**config.mk**
```make
export PLATFORM = sky130hd
export DESIGN_NAME = ram_port_arbiter_flat
export DESIGN_NICKNAME = d
export VERILOG_FILES = /design/src/rtl/ram_port_arbiter_if.sv /design/src/rtl/ram_port_arbiter.sv /design/src/flat_wrapper.sv
export SDC_FILE = /design/constraint.sdc
export NUM_CORES = 1
export LEC_CHECK = 0
export ABC_AREA = 1
export ABC_CLOCK_PERIOD_IN_PS = 2100
export CAP_MARGIN = 40
export CORE_AREA = 2 2 108 110
export CTS_CLUSTER_SIZE = 25
export DETAILED_ROUTE_END_ITERATION = 16
export DIE_AREA = 0 0 110 112
export PLACE_DENSITY = 0.79
export RECOVER_POWER = 100
export SYNTH_ARGS = -nofsm -noshare
export SYNTH_HDL_FRONTEND = slang
export SYNTH_SLANG_ARGS = --single-unit
export TNS_END_PERCENT = 100
```
**constraint.sdc**
```tcl
create_clock -name clk -period 2.1 [get_ports clk]
set_clock_uncertainty 0.2 [all_clocks]
set_input_delay 0.315 -clock clk [delete_from_list [all_inputs] [get_ports clk]]
set_output_delay 0.315 -clock clk [all_outputs]
set_load 0.1 [all_outputs]
```
**src/rtl/ram_port_arbiter_if.sv**
```systemverilog
// ram_port_arbiter_if: two master request ports plus the RAM engine side and debug status.
interface ram_port_arbiter_if #(parameter int CNT_W = 8);
  logic a_req, a_we, a_ack, b_req, b_we, b_ack;
  logic [16:0] a_addr, b_addr, mem_addr;
  logic [15:0] a_wdata, a_rdata, b_wdata, b_rdata, mem_wdata, mem_rdata;
  logic mem_re, mem_we, mem_done, busy, grant_b, timeout_err;
  logic [CNT_W-1:0] rd_cnt, wr_cnt, to_cnt;
  modport slave (
    input  a_req, a_we, a_addr, a_wdata, b_req, b_we, b_addr, b_wdata, mem_done, mem_rdata,
    output a_ack, a_rdata, b_ack, b_rdata, mem_re, mem_we, mem_addr, mem_wdata,
    output busy, grant_b, timeout_err, rd_cnt, wr_cnt, to_cnt
  );
  modport master (
    output a_req, a_we, a_addr, a_wdata, b_req, b_we, b_addr, b_wdata, mem_done, mem_rdata,
    input  a_ack, a_rdata, b_ack, b_rdata, mem_re, mem_we, mem_addr, mem_wdata,
    input  busy, grant_b, timeout_err, rd_cnt, wr_cnt, to_cnt
  );
endinterface

```
**src/rtl/ram_port_arbiter.sv**
```systemverilog
// ram_port_arbiter: round-robin sharing of the SRAM access engine between two masters, with timeout.
module ram_port_arbiter #(
  parameter int TIMEOUT = 15,
  parameter int CNT_W   = 8
) (
  input logic clk,
  input logic rst,
  ram_port_arbiter_if.slave bus
);
  typedef enum logic [1:0] {IDLE, ISSUE, WAIT, RESP} state_t;
  state_t state_q, state_d;
  logic last_b_q, last_b_d, grant_b_q, grant_b_d, we_q, we_d;
  logic mem_re_q, mem_re_d, mem_we_q, mem_we_d, a_ack_q, a_ack_d, b_ack_q, b_ack_d;
  logic busy_q, busy_d, terr_q, terr_d, pick_b, done_ok, abort;
  logic [16:0] addr_q, addr_d;
  logic [15:0] wdata_q, wdata_d, a_rdata_q, a_rdata_d, b_rdata_q, b_rdata_d;
  logic [7:0] tcnt_q, tcnt_d;
  logic [CNT_W-1:0] rd_cnt_q, rd_cnt_d, wr_cnt_q, wr_cnt_d, to_cnt_q, to_cnt_d;
  // B wins only when A is idle or A held the previous grant
  assign pick_b = bus.b_req & (~bus.a_req | ~last_b_q);
  always_comb begin
    state_d   = state_q;
    last_b_d  = last_b_q;
    grant_b_d = grant_b_q;
    we_d      = we_q;
    addr_d    = addr_q;
    wdata_d   = wdata_q;
    tcnt_d    = tcnt_q;
    a_rdata_d = a_rdata_q;
    b_rdata_d = b_rdata_q;
    rd_cnt_d  = rd_cnt_q;
    wr_cnt_d  = wr_cnt_q;
    to_cnt_d  = to_cnt_q;
    terr_d    = terr_q;
    mem_re_d  = 1'b0;
    mem_we_d  = 1'b0;
    a_ack_d   = 1'b0;
    b_ack_d   = 1'b0;
    done_ok   = 1'b0;
    abort     = 1'b0;
    case (state_q)
      IDLE: if (bus.a_req | bus.b_req) begin
        state_d   = ISSUE;
        grant_b_d = pick_b;
        last_b_d  = pick_b;
        we_d      = pick_b ? bus.b_we : bus.a_we;
        addr_d    = pick_b ? bus.b_addr : bus.a_addr;
        wdata_d   = pick_b ? bus.b_wdata : bus.a_wdata;
        mem_re_d  = ~we_d;
        mem_we_d  = we_d;
      end
      ISSUE: begin
        tcnt_d  = '0;
        state_d = WAIT;
      end
      WAIT: begin
        tcnt_d  = tcnt_q + 8'd1;
        done_ok = bus.mem_done;
        abort   = ~bus.mem_done & (tcnt_d == 8'(TIMEOUT));
        state_d = (done_ok | abort) ? RESP : WAIT;
      end
      default: state_d = IDLE;
    endcase
    if (done_ok | abort) begin
      a_ack_d = ~grant_b_q;
      b_ack_d = grant_b_q;
    end
    if (done_ok) begin
      rd_cnt_d = we_q ? rd_cnt_q : rd_cnt_q + CNT_W'(1);
      wr_cnt_d = we_q ? wr_cnt_q + CNT_W'(1) : wr_cnt_q;
    end
    if (abort) begin
      terr_d   = 1'b1;
      to_cnt_d = to_cnt_q + CNT_W'(1);
    end
    // aborted transactions return all-ones regardless of direction
    if ((done_ok & ~we_q) | abort) begin
      a_rdata_d = grant_b_q ? a_rdata_q : (abort ? 16'hFFFF : bus.mem_rdata);
      b_rdata_d = grant_b_q ? (abort ? 16'hFFFF : bus.mem_rdata) : b_rdata_q;
    end
    busy_d = state_d != IDLE;
  end
  always_ff @(posedge clk) begin
    if (rst) begin
      state_q   <= IDLE;
      last_b_q  <= 1'b1;
      grant_b_q <= 1'b0;
      we_q      <= 1'b0;
      addr_q    <= '0;
      wdata_q   <= '0;
      tcnt_q    <= '0;
      a_rdata_q <= '0;
      b_rdata_q <= '0;
      rd_cnt_q  <= '0;
      wr_cnt_q  <= '0;
      to_cnt_q  <= '0;
      terr_q    <= 1'b0;
      mem_re_q  <= 1'b0;
      mem_we_q  <= 1'b0;
      a_ack_q   <= 1'b0;
      b_ack_q   <= 1'b0;
      busy_q    <= 1'b0;
    end else begin
      state_q   <= state_d;
      last_b_q  <= last_b_d;
      grant_b_q <= grant_b_d;
      we_q      <= we_d;
      addr_q    <= addr_d;
      wdata_q   <= wdata_d;
      tcnt_q    <= tcnt_d;
      a_rdata_q <= a_rdata_d;
      b_rdata_q <= b_rdata_d;
      rd_cnt_q  <= rd_cnt_d;
      wr_cnt_q  <= wr_cnt_d;
      to_cnt_q  <= to_cnt_d;
      terr_q    <= terr_d;
      mem_re_q  <= mem_re_d;
      mem_we_q  <= mem_we_d;
      a_ack_q   <= a_ack_d;
      b_ack_q   <= b_ack_d;
      busy_q    <= busy_d;
    end
  end
  assign bus.mem_re      = mem_re_q;
  assign bus.mem_we      = mem_we_q;
  assign bus.mem_addr    = addr_q;
  assign bus.mem_wdata   = wdata_q;
  assign bus.a_ack       = a_ack_q;
  assign bus.b_ack       = b_ack_q;
  assign bus.a_rdata     = a_rdata_q;
  assign bus.b_rdata     = b_rdata_q;
  assign bus.busy        = busy_q;
  assign bus.grant_b     = grant_b_q;
  assign bus.timeout_err = terr_q;
  assign bus.rd_cnt      = rd_cnt_q;
  assign bus.wr_cnt      = wr_cnt_q;
  assign bus.to_cnt      = to_cnt_q;
endmodule

```
**src/flat_wrapper.sv**
```systemverilog
// flat-port wrapper written by rule: the top's interface ports become plain ports
module ram_port_arbiter_flat 
#(
  parameter int TIMEOUT = 15,
  parameter int CNT_W   = 8
)
  (clk, rst, bus_a_req, bus_a_we, bus_a_addr, bus_a_wdata, bus_b_req, bus_b_we, bus_b_addr, bus_b_wdata, bus_mem_done, bus_mem_rdata, bus_a_ack, bus_a_rdata, bus_b_ack, bus_b_rdata, bus_mem_re, bus_mem_we, bus_mem_addr, bus_mem_wdata, bus_busy, bus_grant_b, bus_timeout_err, bus_rd_cnt, bus_wr_cnt, bus_to_cnt);
  ram_port_arbiter_if #(.CNT_W(CNT_W)) bus_i ();
  input logic clk;
  input logic rst;
  input wire logic [$bits(bus_i.a_req)-1:0] bus_a_req;
  input wire logic [$bits(bus_i.a_we)-1:0] bus_a_we;
  input wire logic [$bits(bus_i.a_addr)-1:0] bus_a_addr;
  input wire logic [$bits(bus_i.a_wdata)-1:0] bus_a_wdata;
  input wire logic [$bits(bus_i.b_req)-1:0] bus_b_req;
  input wire logic [$bits(bus_i.b_we)-1:0] bus_b_we;
  input wire logic [$bits(bus_i.b_addr)-1:0] bus_b_addr;
  input wire logic [$bits(bus_i.b_wdata)-1:0] bus_b_wdata;
  input wire logic [$bits(bus_i.mem_done)-1:0] bus_mem_done;
  input wire logic [$bits(bus_i.mem_rdata)-1:0] bus_mem_rdata;
  output wire logic [$bits(bus_i.a_ack)-1:0] bus_a_ack;
  output wire logic [$bits(bus_i.a_rdata)-1:0] bus_a_rdata;
  output wire logic [$bits(bus_i.b_ack)-1:0] bus_b_ack;
  output wire logic [$bits(bus_i.b_rdata)-1:0] bus_b_rdata;
  output wire logic [$bits(bus_i.mem_re)-1:0] bus_mem_re;
  output wire logic [$bits(bus_i.mem_we)-1:0] bus_mem_we;
  output wire logic [$bits(bus_i.mem_addr)-1:0] bus_mem_addr;
  output wire logic [$bits(bus_i.mem_wdata)-1:0] bus_mem_wdata;
  output wire logic [$bits(bus_i.busy)-1:0] bus_busy;
  output wire logic [$bits(bus_i.grant_b)-1:0] bus_grant_b;
  output wire logic [$bits(bus_i.timeout_err)-1:0] bus_timeout_err;
  output wire logic [$bits(bus_i.rd_cnt)-1:0] bus_rd_cnt;
  output wire logic [$bits(bus_i.wr_cnt)-1:0] bus_wr_cnt;
  output wire logic [$bits(bus_i.to_cnt)-1:0] bus_to_cnt;
  assign bus_i.a_req = bus_a_req;
  assign bus_i.a_we = bus_a_we;
  assign bus_i.a_addr = bus_a_addr;
  assign bus_i.a_wdata = bus_a_wdata;
  assign bus_i.b_req = bus_b_req;
  assign bus_i.b_we = bus_b_we;
  assign bus_i.b_addr = bus_b_addr;
  assign bus_i.b_wdata = bus_b_wdata;
  assign bus_i.mem_done = bus_mem_done;
  assign bus_i.mem_rdata = bus_mem_rdata;
  assign bus_a_ack = bus_i.a_ack;
  assign bus_a_rdata = bus_i.a_rdata;
  assign bus_b_ack = bus_i.b_ack;
  assign bus_b_rdata = bus_i.b_rdata;
  assign bus_mem_re = bus_i.mem_re;
  assign bus_mem_we = bus_i.mem_we;
  assign bus_mem_addr = bus_i.mem_addr;
  assign bus_mem_wdata = bus_i.mem_wdata;
  assign bus_busy = bus_i.busy;
  assign bus_grant_b = bus_i.grant_b;
  assign bus_timeout_err = bus_i.timeout_err;
  assign bus_rd_cnt = bus_i.rd_cnt;
  assign bus_wr_cnt = bus_i.wr_cnt;
  assign bus_to_cnt = bus_i.to_cnt;
  ram_port_arbiter #(.TIMEOUT(TIMEOUT), .CNT_W(CNT_W)) u_core (.clk(clk), .rst(rst), .bus(bus_i));
endmodule
```
# Yosys cells after proc, flatten, opt, wreduce, memory -nomap -nowiden
# Index checks and enable logic that the tools add are counted.
# totals
out_inout_bits	96
inputBits	89
register_bits	108
# op_classes
add_sub_neg	4
bitwise_logic	17
mux	10
reduce_logical	10
n_eq_ne	3
# ops
op	n
adder 8 x 1 -> 8 bit, second input constant	4
two-way mux 16 bit	2
two-way mux 17 bit	1
case mux 8 bit (2 select lines)	1
AND reduction 2 bit	5
NOT 1 bit	9
equality test 8 x 4 -> 1 bit, second input constant	1
case mux 2 bit (3 select lines)	1
OR 1 bit	5
two-way mux 1 bit	4
nonzero test 2 bit	2
AND 1 bit	3
OR reduction 3 bit	1
equality test 2 x 1 -> 1 bit, second input constant	1
equality test 2 bit, second input constant	1
zero test 2 bit	1
two-way mux 2 bit	1
OR reduction 2 bit	1

# Logic depth before layout (Yosys ltp)
# logic_depth
depth_word	7
depth_mapped	12
depth_no_buf	12

# Least setup slack after synthesis
# Ideal clock, no wire load.
# synth_timing
path_type	register to register
start	reg u_core.wr_cnt_q[0], in the netlist u_core.bus.wr_cnt[0]
end	reg u_core.wr_cnt_q[7], in the netlist u_core.bus.wr_cnt[7]
setup_time_ps	75
setup_slack_ps	-163
n_path_buf	0
path_stages_with_launch	7
arrival_time_ps	1988
cell_sequence	dfxtp_1 -> nand3_1 -> nor3b_1 -> nand3_1 -> nor2_1 -> o21ai_0 -> a21oi_1
# synth_between
elab_chain_len	1
# synth_lines
element	line_no	text
start: declaration	ram_port_arbiter.sv:18	logic [CNT_W-1:0] rd_cnt_q, rd_cnt_d, wr_cnt_q, wr_cnt_d, to_cnt_q, to_cnt_d;
start signal: assignment	ram_port_arbiter.sv:114	wr_cnt_q <= wr_cnt_d;
adder 8 x 1 -> 8 bit	ram_port_arbiter.sv:70	wr_cnt_d = we_q ? wr_cnt_q + CNT_W'(1) : wr_cnt_q;
# No other way between the ends.
# A chain may end at the register's enable or synchronous reset.

# Worst setup path in the final report
# layout_timing
start	reg u_core.tcnt_q[1]
end	reg u_core.to_cnt_q[0], in the netlist u_core.bus.to_cnt[0]
# layout_between
elab_chain_len	4
# layout_lines
element	line_no	text
start: declaration	ram_port_arbiter.sv:17	logic [7:0] tcnt_q, tcnt_d;
start signal: assignment	ram_port_arbiter.sv:110	tcnt_q <= tcnt_d;
adder 8 x 1 -> 8 bit	ram_port_arbiter.sv:57	tcnt_d = tcnt_q + 8'd1;
equality test 8 x 4 -> 1 bit	ram_port_arbiter.sv:59	abort = ~bus.mem_done & (tcnt_d == 8'(TIMEOUT));
AND 1 bit	ram_port_arbiter.sv:59	
two-way mux 1 bit	ram_port_arbiter.sv:41	case (state_q)
end signal: assignment	ram_port_arbiter.sv:115	to_cnt_q <= to_cnt_d;
end: declaration	ram_port_arbiter.sv:18	
# No other way between the ends.

==> results by group <==
Floorplanning
  • Initial Utilization: 42.76%
  • Core Area: 11,170 µm²
  • # IOs: 185
  • Chip Height: 112 µm
  • Site row count: 39
  • DIE AREA: 12,320 µm²
  • DIE WIDTH: 110 µm

Detailed routing
  • WL final: 13,540 µm
  • DR WL/cell: 13.92 µm
  • Initial drt markers: 311
  • Post-route ant nets: 0
  • Routed via count: 5,021
  • Vias per cell: 5.160
  • Pre-Repair DR Iteration Count: 8
  • DRC violations left: 0

STA
  • Final-report hold violation count: 0
  • Crit share post-route: 94.45%
  • Crit path time final: 1.984 ns
  • Slew Limit Headroom: 55.77%
  • Least-Margin Pin Slew: 0.6635 ns
  • Slew Viols, Final: 0
  • F_max: 0.5041 GHz
  • Final Setup Violations: 0
  • Final TNS setup: 0 ns

Placement
  • Hpwl dp: 9906 µm
  • Dpl cell area: 6651 µm²
  • Port bufs: 184
  • Placed insts: 954
  • RePlAce Congestion: 0.8298

Yosys
  • Post-synth EDFFs: 0
  • Synth Flop Type: dfxtp_1
  • Synth top area share: 45.25%
  • Sequential fraction of the synthesis area: 45.25%
  • Simple-gate share of the synthesized area: 26.29%
  • Syn Std Cell Area: 4778 µm²
  • Compound-Gate Fraction of Synth Area: 16.58%
  • Async set-reset flop share out of synthesis: 0%
  • Post-synth cell types: 32
  • Mux contribution to synthesized area: 0%
  • Top post-synthesis cells by area: dfxtp_1 45%, nand2_1 12%, nand4_1 5.2%
  • Dominant cell type by area after synthesis: dfxtp_1
  • Cells after synthesis: 647
  • Ys Warns: 0
  • Post-synthesis adder-cell area fraction: 2.095%
  • Syn Area/Cell: 7.385 µm²
  • Largest family of logic cells by synthesized area: simple AND/OR/NAND/NOR gates
  • Synthesis-stage register bit count: 108
  • Xor and xnor area share after synthesis: 1.650%
  • Synth Net Count: 744

Setup path
  • Worst Path Required: 2.12 ns
  • Worst setup path class: reg2reg
  • Cell family with most CP delay: simple AND/OR/NAND/NOR gates
  • Crit path capture type: flip-flop
  • FF-to-FF path depth: 9
  • Buf+Inv Stages, Crit Path: 1
  • CP max stage cell: dfxtp_4
  • Crit path max fanout: 12
  • CP max stage delay: 0.39 ns
  • Crit path depth: 9
  • Critical Path Start Type: flip-flop
  • Crit-path cells: ha_4 -> nand3_2 -> o21bai_1 -> nand2_1 -> nor2_2 -> nand4_4 -> buf_4 -> xor2_1 -> nor2_1
  • Arrival @ worst endpoint: 2.00 ns

CTS
  • # hold bufs at CTS: 0
  • CTS tree: yes
  • CTS max path bufs: 2
  • CTS Sinks: 108
  • Worst-skew pair later-pin latency: 0.34 ns
  • CTS buffer count: 9
  • Root Driver: clkbuf_16
  • Clock transition at path regs: 0.07 ns
  • CTS H-tree lvls: 3

Pwr
  • Internal power: 4.530 mW
  • Power, Total: 9.015 mW
  • Clock share of power: 21.7%
  • Logic pwr share: 48.9%
  • Sw Share: 49.75%
  • Sw Pwr: 4.485 mW
  • Lkg Pwr: 2.955 nW
  • Worst IR drop on VDD: 0.9380 mV
  • PwrDens: 1320 nW/µm²
  • Sequential share of power: 29.4%

Global routing
  • Overall global routing resource usage: 22.31%
  • Initial antenna violation count: 0
  • Largest net degree at the start of global routing: 67
  • Global-route wire length before repair: 22,140 µm
  • Vias in the first global route: 4,882
  • Global route overflow: 0

Outcome
  • Outcome: finished clean

Min path
  • Hold path depth: 1
  • HP Class: reg2reg

Cells and area
  • # nets final: 922
  • Fin cells: 973
  • Share of layout cells above drive strength 1: 20.72%
  • Ant. Diodes: 0
  • Filler Cells Inserted: 1,034
  • Finished Cell Area: 6829 µm²
  • Area Growth Syn to Fin: 42.92%
  • Post-layout util: 61.11%

Flow run
  • Max capacitance violation total: 0
==> cell usage after synthesis, types with 2 or more instances <==
cell type  count
clkinv_1       2
buf_6          2
ha_1           8
buf_2          5
xor2_1         7
inv_2          2
nand2_1      153
o21ai_0       44
nor3_1         4
a21oi_1       48
nor2_1        62
a21oi_2       10
nand4_1       40
o21bai_1       2
nand3_1       19
nor3b_1        2
nor2_2         2
buf_1          5
clkbuf_1      28
xnor2_1        2
a31oi_1       33
inv_1         50
dfxtp_1      108
==> power by group through the flow <==
stage / Sequential [mW] / Combinational, mW / Clock, mW
global placement: 2.68 / 4.57 / 0
finish: 2.65 / 4.41 / 1.96
CTS: 2.66 / 4.62 / 1.99
global route: 2.70 / 4.64 / 2.07
floorplan: 5.12 / 1.04 / 0
detailed placement: 2.69 / 4.62 / 0
==> cell type report <==
class,count,area [µm²],share of cell area (%)
multi-input cells,444,2270,33.24
clock inverters,4,95.09,1.392
inverters,54,202.7,2.968
flip-flops and latches,108,2177,31.88
clock buffers,12,256.5,3.756
repair buffers,208,1649,24.15
well taps,143,178.9,2.620
==> flip-flops by register name (all words and copies together), names as in the netlist, 2 cells and up <==
register              flops
u_core.bus.to_cnt         8
u_core.bus.wr_cnt         8
u_core.bus.mem_addr      17
u_core.state_q            2
u_core.tcnt_q             8
u_core.bus.a_rdata       16
u_core.bus.rd_cnt         8
u_core.bus.mem_wdata     16
u_core.bus.b_rdata       16
==> cells by family (layout without fill, tap and decap cells) <==
group | after synthesis | count (layout)
flip-flops | 108 | 108
XOR/XNOR | 9 | 9
adder cells (fa/ha/maj) | 8 | 8
AO/OA/AOI/OAI | 140 | 140
buffers and inverters | 95 | 278
AND/OR/NAND/NOR | 287 | 287
==> worst paths after layout <==
kind,from,end,slack [ns]
min reg2reg,u_core.bus.rd_cnt[7]$_SDFFE_PP0P_,u_core.bus.rd_cnt[7]$_SDFFE_PP0P_,0.26
min,u_core.bus.rd_cnt[7]$_SDFFE_PP0P_,u_core.bus.rd_cnt[7]$_SDFFE_PP0P_,0.26
max,u_core.tcnt_q[1]$_SDFFE_PP0P_,u_core.bus.to_cnt[0]$_SDFFE_PP0P_,0.12
max reg2reg,u_core.tcnt_q[1]$_SDFFE_PP0P_,u_core.bus.to_cnt[0]$_SDFFE_PP0P_,0.12
==> through the flow <==
stage | worst slack (ns) | hold slack [ns]
floorplan | 0.003487 | 0.2417
global placement | -0.03863 | 0.2383
detailed placement | -0.1277 | 0.2526
CTS | 0.03587 | 0.2660
global route | -0.01151 | 0.2866
finish | 0.1165 | 0.2568
==> placed cells by master (no fill, tap or decap), types with 33 or more instances in the layout <==
master           instances
nand4_1                 40
a21oi_1                 48
a31oi_1                 33
clkdlybuf4s50_1         87
nor2_1                  61
dfxtp_1                 98
nand2_1                152
o21ai_0                 44
clkbuf_2                96
inv_1                   49
==> layer usage <==
| metal | wire length, µm | track usage [%] | vias to the layer above |
|---|---|---|---|
| met4 | 282 | 8.270 | 0 |
| li1 | - | - | 2527 |
| met5 | 0 | 0 | - |
| met1 | 5259 | 26.77 | 2252 |
| met2 | 6882 | 38.40 | 223 |
| met3 | 1116 | 4.977 | 19 |
==> worst register-to-register path, delay by kind of cell (launching register included) <==
kind	cells	cell delay, ns
compound gates	1	0.17
xor+xnor	1	0.16
fa+ha+maj	1	0.16
buf+inv	1	0.22
flops	1	0.39
simple gates	5	0.56
==> what timing repair did <==
item                                    4_1_cts  5_1_grt
setup buffers                                 0        3
endpoints found under the setup margin       34       41
resized for setup                             3       12
pin swaps                                     0        8
No activity file was read; power rests on OpenSTA's default activity.
